==> src/rtl/lcd_write_arbiter.sv <==
// -----------------------------------------------------------------------------
// lcd_write_arbiter
//
// Shares one character-LCD bus between two write requesters. Each accepted
// write runs through SETUP (E low, RS/DATA stable), PULSE (E high), HOLD
// (E low, RS/DATA held) and WAIT (controller execution time). When both
// requesters wait in IDLE, the one that did not win last time is selected.
//
// Parameters
//   SETUP_CYC    cycles RS/DATA are stable before E rises        (>= 1)
//   PULSE_CYC    cycles E is high                                (>= 1)
//   HOLD_CYC     cycles RS/DATA are held after E falls           (>= 1)
//   CMD_WAIT_CYC execution wait after a normal command/data write (>= 1)
//   CLR_WAIT_CYC execution wait after clear/home (cmd 0x01..0x03) (>= 1)
//
// Ports
//   clk                 system clock
//   rst                 synchronous, active-high reset
//   reqN_valid          requester N has a write pending (held until ready)
//   reqN_rs             requester N register select (0 command, 1 data)
//   reqN_data           requester N byte
//   reqN_ready          requester N write accepted this cycle
//   LCD_E               LCD enable (registered, high only in PULSE)
//   LCD_RS              LCD register select (holds last written value)
//   LCD_RW              LCD read/write, tied to write (0)
//   LCD_DATA            LCD data bus (holds last written value)
//   busy                high whenever a write is in progress
//   grant_id            index of the most recently accepted requester
// -----------------------------------------------------------------------------
module lcd_write_arbiter #(
  parameter int SETUP_CYC    = 2,
  parameter int PULSE_CYC    = 4,
  parameter int HOLD_CYC     = 2,
  parameter int CMD_WAIT_CYC = 40,
  parameter int CLR_WAIT_CYC = 160
) (
  input  logic       clk,
  input  logic       rst,
  input  logic       req0_valid,
  input  logic       req0_rs,
  input  logic [7:0] req0_data,
  output logic       req0_ready,
  input  logic       req1_valid,
  input  logic       req1_rs,
  input  logic [7:0] req1_data,
  output logic       req1_ready,
  output logic       LCD_E,
  output logic       LCD_RS,
  output logic       LCD_RW,
  output logic [7:0] LCD_DATA,
  output logic       busy,
  output logic       grant_id
);

  typedef enum logic [2:0] {
    S_IDLE,
    S_SETUP,
    S_PULSE,
    S_HOLD,
    S_WAIT
  } state_t;

  // Counters are loaded with (length - 1) so a phase ends on the cycle the
  // counter reads zero.
  localparam logic [15:0] SETUP_LD = 16'(SETUP_CYC - 1);
  localparam logic [15:0] PULSE_LD = 16'(PULSE_CYC - 1);
  localparam logic [15:0] HOLD_LD  = 16'(HOLD_CYC - 1);
  localparam logic [15:0] CMD_LD   = 16'(CMD_WAIT_CYC - 1);
  localparam logic [15:0] CLR_LD   = 16'(CLR_WAIT_CYC - 1);

  state_t      r_state;
  state_t      w_state_nxt;
  logic [15:0] r_cnt;
  logic [15:0] w_cnt_nxt;
  logic [15:0] r_wait_ld;
  logic        r_last_grant;
  logic        r_grant_id;
  logic        r_lcd_e;
  logic        r_lcd_rs;
  logic [7:0]  r_lcd_data;

  logic        w_idle;
  logic        w_sel;
  logic        w_ready0;
  logic        w_ready1;
  logic        w_accept;
  logic        w_acc_rs;
  logic [7:0]  w_acc_data;
  logic        w_is_clr;

  // ---------------------------------------------------------------------------
  // Arbitration (combinational, IDLE only). Ready is masked during reset so a
  // requester never sees an accept that the reset would immediately discard.
  // ---------------------------------------------------------------------------
  assign w_idle     = (r_state == S_IDLE) && !rst;
  assign w_sel      = (req0_valid && req1_valid) ? ~r_last_grant : req1_valid;
  assign w_ready0   = w_idle && req0_valid && !w_sel;
  assign w_ready1   = w_idle && req1_valid &&  w_sel;
  assign w_accept   = w_ready0 || w_ready1;
  assign w_acc_rs   = w_sel ? req1_rs   : req0_rs;
  assign w_acc_data = w_sel ? req1_data : req0_data;

  // Clear display (0x01) and return home (0x02/0x03) need the long wait.
  assign w_is_clr = !w_acc_rs &&
                    ((w_acc_data == 8'h01) || (w_acc_data == 8'h02) ||
                     (w_acc_data == 8'h03));

  // ---------------------------------------------------------------------------
  // Next-state / counter logic
  // ---------------------------------------------------------------------------
  always_comb begin
    // NOTE: every output of this block gets a default first, so no path can
    // leave it unassigned and infer a latch.
    w_state_nxt = r_state;
    w_cnt_nxt   = r_cnt;
    unique case (r_state)
      S_IDLE: begin
        if (w_accept) begin
          w_state_nxt = S_SETUP;
          w_cnt_nxt   = SETUP_LD;
        end
      end
      S_SETUP: begin
        if (r_cnt == 16'd0) begin
          w_state_nxt = S_PULSE;
          w_cnt_nxt   = PULSE_LD;
        end else begin
          w_cnt_nxt = r_cnt - 16'd1;
        end
      end
      S_PULSE: begin
        if (r_cnt == 16'd0) begin
          w_state_nxt = S_HOLD;
          w_cnt_nxt   = HOLD_LD;
        end else begin
          w_cnt_nxt = r_cnt - 16'd1;
        end
      end
      S_HOLD: begin
        if (r_cnt == 16'd0) begin
          w_state_nxt = S_WAIT;
          w_cnt_nxt   = r_wait_ld;
        end else begin
          w_cnt_nxt = r_cnt - 16'd1;
        end
      end
      S_WAIT: begin
        if (r_cnt == 16'd0) begin
          w_state_nxt = S_IDLE;
          w_cnt_nxt   = 16'd0;
        end else begin
          w_cnt_nxt = r_cnt - 16'd1;
        end
      end
      default: begin
        w_state_nxt = S_IDLE;
        w_cnt_nxt   = 16'd0;
      end
    endcase
  end

  // ---------------------------------------------------------------------------
  // State and output registers
  // ---------------------------------------------------------------------------
  always_ff @(posedge clk) begin
    // NOTE: sequential state uses non-blocking assignments so every register
    // samples pre-edge values regardless of statement order.
    if (rst) begin
      r_state      <= S_IDLE;
      r_cnt        <= 16'd0;
      r_wait_ld    <= 16'd0;
      r_last_grant <= 1'b1;  // requester 0 wins the first tie
      r_grant_id   <= 1'b0;
      r_lcd_e      <= 1'b0;
      r_lcd_rs     <= 1'b0;
      r_lcd_data   <= 8'h00;
    end else begin
      r_state <= w_state_nxt;
      r_cnt   <= w_cnt_nxt;
      // Registered E tracks the state being entered, so it is high exactly
      // for the cycles spent in PULSE.
      r_lcd_e <= (w_state_nxt == S_PULSE);
      if (w_accept) begin
        r_lcd_rs     <= w_acc_rs;
        r_lcd_data   <= w_acc_data;
        r_last_grant <= w_sel;
        r_grant_id   <= w_sel;
        r_wait_ld    <= w_is_clr ? CLR_LD : CMD_LD;
      end
    end
  end

  assign req0_ready = w_ready0;
  assign req1_ready = w_ready1;
  assign LCD_E      = r_lcd_e;
  assign LCD_RS     = r_lcd_rs;
  assign LCD_RW     = 1'b0;
  assign LCD_DATA   = r_lcd_data;
  assign busy       = (r_state != S_IDLE);
  assign grant_id   = r_grant_id;

endmodule

==> config.mk <==
export PLATFORM = sky130hd
export DESIGN_NAME = lcd_write_arbiter
export DESIGN_NICKNAME = d
export VERILOG_FILES = /design/src/rtl/lcd_write_arbiter.sv
export SDC_FILE = /design/constraint.sdc
export NUM_CORES = 1
export LEC_CHECK = 0
export ABC_AREA = 1
export CAP_MARGIN = 20
export CORE_UTILIZATION = 51
export DETAILED_ROUTE_END_ITERATION = 16
export MAX_ROUTING_LAYER = met4
export PLACE_DENSITY = 0.79
export SYNTH_ARGS = -nofsm -noshare
export SYNTH_HDL_FRONTEND = slang
export SYNTH_SLANG_ARGS = --single-unit
==> constraint.sdc <==
create_clock -name clk -period 2.25 [get_ports clk]
set_input_delay 0.3375 -clock clk [delete_from_list [all_inputs] [get_ports clk]]
set_output_delay 0.3375 -clock clk [all_outputs]
set_load 0.05 [all_outputs]
==> results.md <==
* Status: complete, no violations
* Filler cells at 302
* Row cnt at 21
* Post-CTS Hold Buffers at 0
* Number of synthesized flops with an enable pin at 0
* Pleak at 1.177 nW
* Setup bufs post-CTS at 0
* Chip Width at 63.05 um
* DRC Markers at 0
* Drt wl/cell at 11.57 um
* Dpl cells at 353
* Hold Path Class: reg -> reg
* Synth warn at 0
* CP bufs+invs at 3
* Worst EP arrival at 1.69 ns
* Pre-CTS setup slack at 0.2203 ns
* Total GRT Usage at 0.2399
* Final setup fails at 0
* Via Count at 1875
* Max-cap viol count at 0
* Initial Util at 0.5522
* Syn Nets at 296
* Mean post-synth cell area at 6.962 sq um
* Period utilization at 0.9029
* Dpl hpwl at 3.089 mm
* Core Footprint at 0.003442 sq mm
* Port bufs at 35
* CTS clk-pin slew, worst paths at 0.07 ns
* Worst R2R Path Depth at 10
* Crit path time final at 2.031 ns
* Slew HR at 0.6496
* CP max-delay cell: clkdlybuf4s50_1
* Top_reg_cell synth: dfxtp_1
* RSZ-0062 raised after global routing: no
* Final hold violation count at 0
* Setup TNS at 0 ns
* Crit path kind: in -> out
* CTS tree: yes
* Gate Count Post-Synth at 273
* M2 GR Usage at 0.3602
* Final wirelength at 4.175 mm
* CP delay by family, top: buffers and inverters
* Number of I/O pins at 37
* Post-CTS sizing at 0
* Least-Margin Pin Slew at 0.5239 ns
* Synth cell types at 33
* Pwr dens at 1732 mW/mm^2
* Drt first pass iters at 4
* Met3 GRT Util at 0.09489
* GRT Residual Overflow at 0
* Die Y at 63.05 um
* Seq/Total Area, Yosys at 0.3581
* Largest net degree at the start of global routing at 16
* Fraction of layout cells with a size suffix above 1 at 0.1016
* Worst hold path stage count at 2
* H-tree levels at 2
* Clk sinks at 34
* Area growth syn-to-layout at 29.69%
* DR iter-0 viols at 95
* CTS max path bufs at 2
* RePlAce Congestion at 0.8605
* Vias/cell at 5.194
* Post-synth ARST share at 0
* CP Capture Type: output port
* CP cell instances: clkdlybuf4s50_1 -> nor2_1 -> nand2_4 -> nor2_4 -> inv_2 -> nor2_1 -> buf_12
* Clock skew at 0.008251 ns
* Crit-path max FO at 3
* Antenna violations before repair at 0
* Crit-path most repeated cell: nor2_1
* CP startpoint kind: input port
* Die Area at 0.003975 sq mm
* Setup ws final at 0.2185 ns
* Area of the multi-input gates at 0.001060 sq mm
* Clk_lat worst skew at 0.30 ns
* Levels on crit path at 7
* First-pass GRT wire length at 7.196 mm
* GRT met1 Usage at 0.2785
* Final std cells w/o fill at 361
* GRT busiest layer: met2
* CP Data Required Time at 1.91 ns
* Crit-path max cell delay at 0.46 ns
* Netlist Area Pre-Place at 0.001901 sq mm
* Max VDD drop at 0.6992 mV
* Root Driver: clkbuf_8
* Number of global-route vias before repair at 1661
* Fmax at 492.3 MHz
* NumNets Final at 337
* Antenna Nets Post-Route at 0
* # diodes at 0
* FF+latch area at 680.7 sq um
* Post-synthesis register bit count at 34
* Final Max Tran Viols at 0
* CTS Buf Count at 5
## where the power goes
group | total, mW | internal (mW) | switching (mW)
logic | 2.60 | 0.911 | 1.69
clock network | 0.683 | 0.444 | 0.239
registers | 0.985 | 0.805 | 0.180
## stage by stage
stage | instance area, sq um | util | power [mW] | hold slack, ns
finish | 2465 | 0.7161 | 4.269 | 0.4624
global route | 2465 | 0.7161 | 4.661 | 0.4940
CTS | 2465 | 0.7161 | 4.268 | 0.4647
detailed placement | 2327 | 0.6761 | 3.550 | 0.4468
global placement | 2327 | 0.6761 | 3.508 | 0.4494
floorplan | 1901 | - | 3.013 | 0.4160
## per-layer routing
| metal | wire length [um] | vias to the layer above |
|---|---|---|
| li1 | - | 959 |
| met5 | 0 | - |
| met4 | 80 | 0 |
| met2 | 1941 | 78 |
| met3 | 334 | 13 |
| met1 | 1818 | 825 |
## sequential cells by signal, indices dropped and copies added, names as in the netlist
signal,count
r_cnt,16
LCD_DATA,8
r_state,3
r_wait_ld,3
LCD_E,1
LCD_RS,1
grant_id,1
r_last_grant,1
## final cells by class
| class | count | area share |
|---|---|---|
| Inverter | 33 | 0.05025 |
| Sequential cell | 34 | 0.2761 |
| Tap cell | 46 | 0.02335 |
| Timing Repair Buffer | 40 | 0.1645 |
| Multi-Input combinational cell | 200 | 0.4300 |
| Clock buffer | 5 | 0.02792 |
| Clock inverter | 3 | 0.02792 |
## kinds of logic after synthesis
| family | Yosys count | share of synthesized area |
|---|---|---|
| other | 1 | 0.001973 |
| buffers and inverters | 39 | 0.08427 |
| adders and majority gates | 1 | 0.006582 |
| muxes | 6 | 0.03160 |
| xor gates and xnor gates | 6 | 0.02765 |
| DFF | 34 | 0.3581 |
| AOI/OAI and AO/OA | 45 | 0.1297 |
| and+or+nand+nor | 141 | 0.3601 |
## synthesized netlist by cell type (4+ instances only)
master	instances	area, sq um
mux2i_1	6	60.06
nor3_1	6	30.03
nand2_1	70	262.8
dfxtp_1	34	680.7
nand3_1	14	70.07
xor2_1	5	43.79
nand2_4	4	45.04
o21ai_0	13	65.06
nor2_4	5	56.30
nor2_1	32	120.1
inv_1	31	116.4
a21oi_1	23	115.1
## layout by cell type (no fill, tap or decap), drive strengths merged, types with 2 or more instances in the layout
cell type,instances
nand2,74
nor2,38
dfxtp,34
inv,33
clkdlybuf4s50,32
a21oi,24
nand3,15
o21ai,13
buf,8
nor3,7
mux2i,6
xor2,5
clkbuf,5
nand4,3
a31oi,3
nor3b,2
o211ai,2
bufinv,2
## worst reg2reg max path, cell delays in order, from the launching register on
cell      delay [ns]
dfxtp_1         0.38
inv_1           0.06
ha_1            0.22
nand2_1         0.18
nor2_1          0.09
nand2_1         0.16
nand2_1         0.21
nand2_4         0.14
nand2_4         0.07
o21bai_1        0.17
a21oi_1         0.10
## final timing paths
check / from / end / slack [ns]
max reg2reg: r_cnt[0] / r_cnt[10] / 0.41
min reg2reg: r_last_grant / r_last_grant / 0.46
max: rst / req0_ready / 0.22
min: r_last_grant / r_last_grant / 0.46
(Power assumes the default switching activity.)
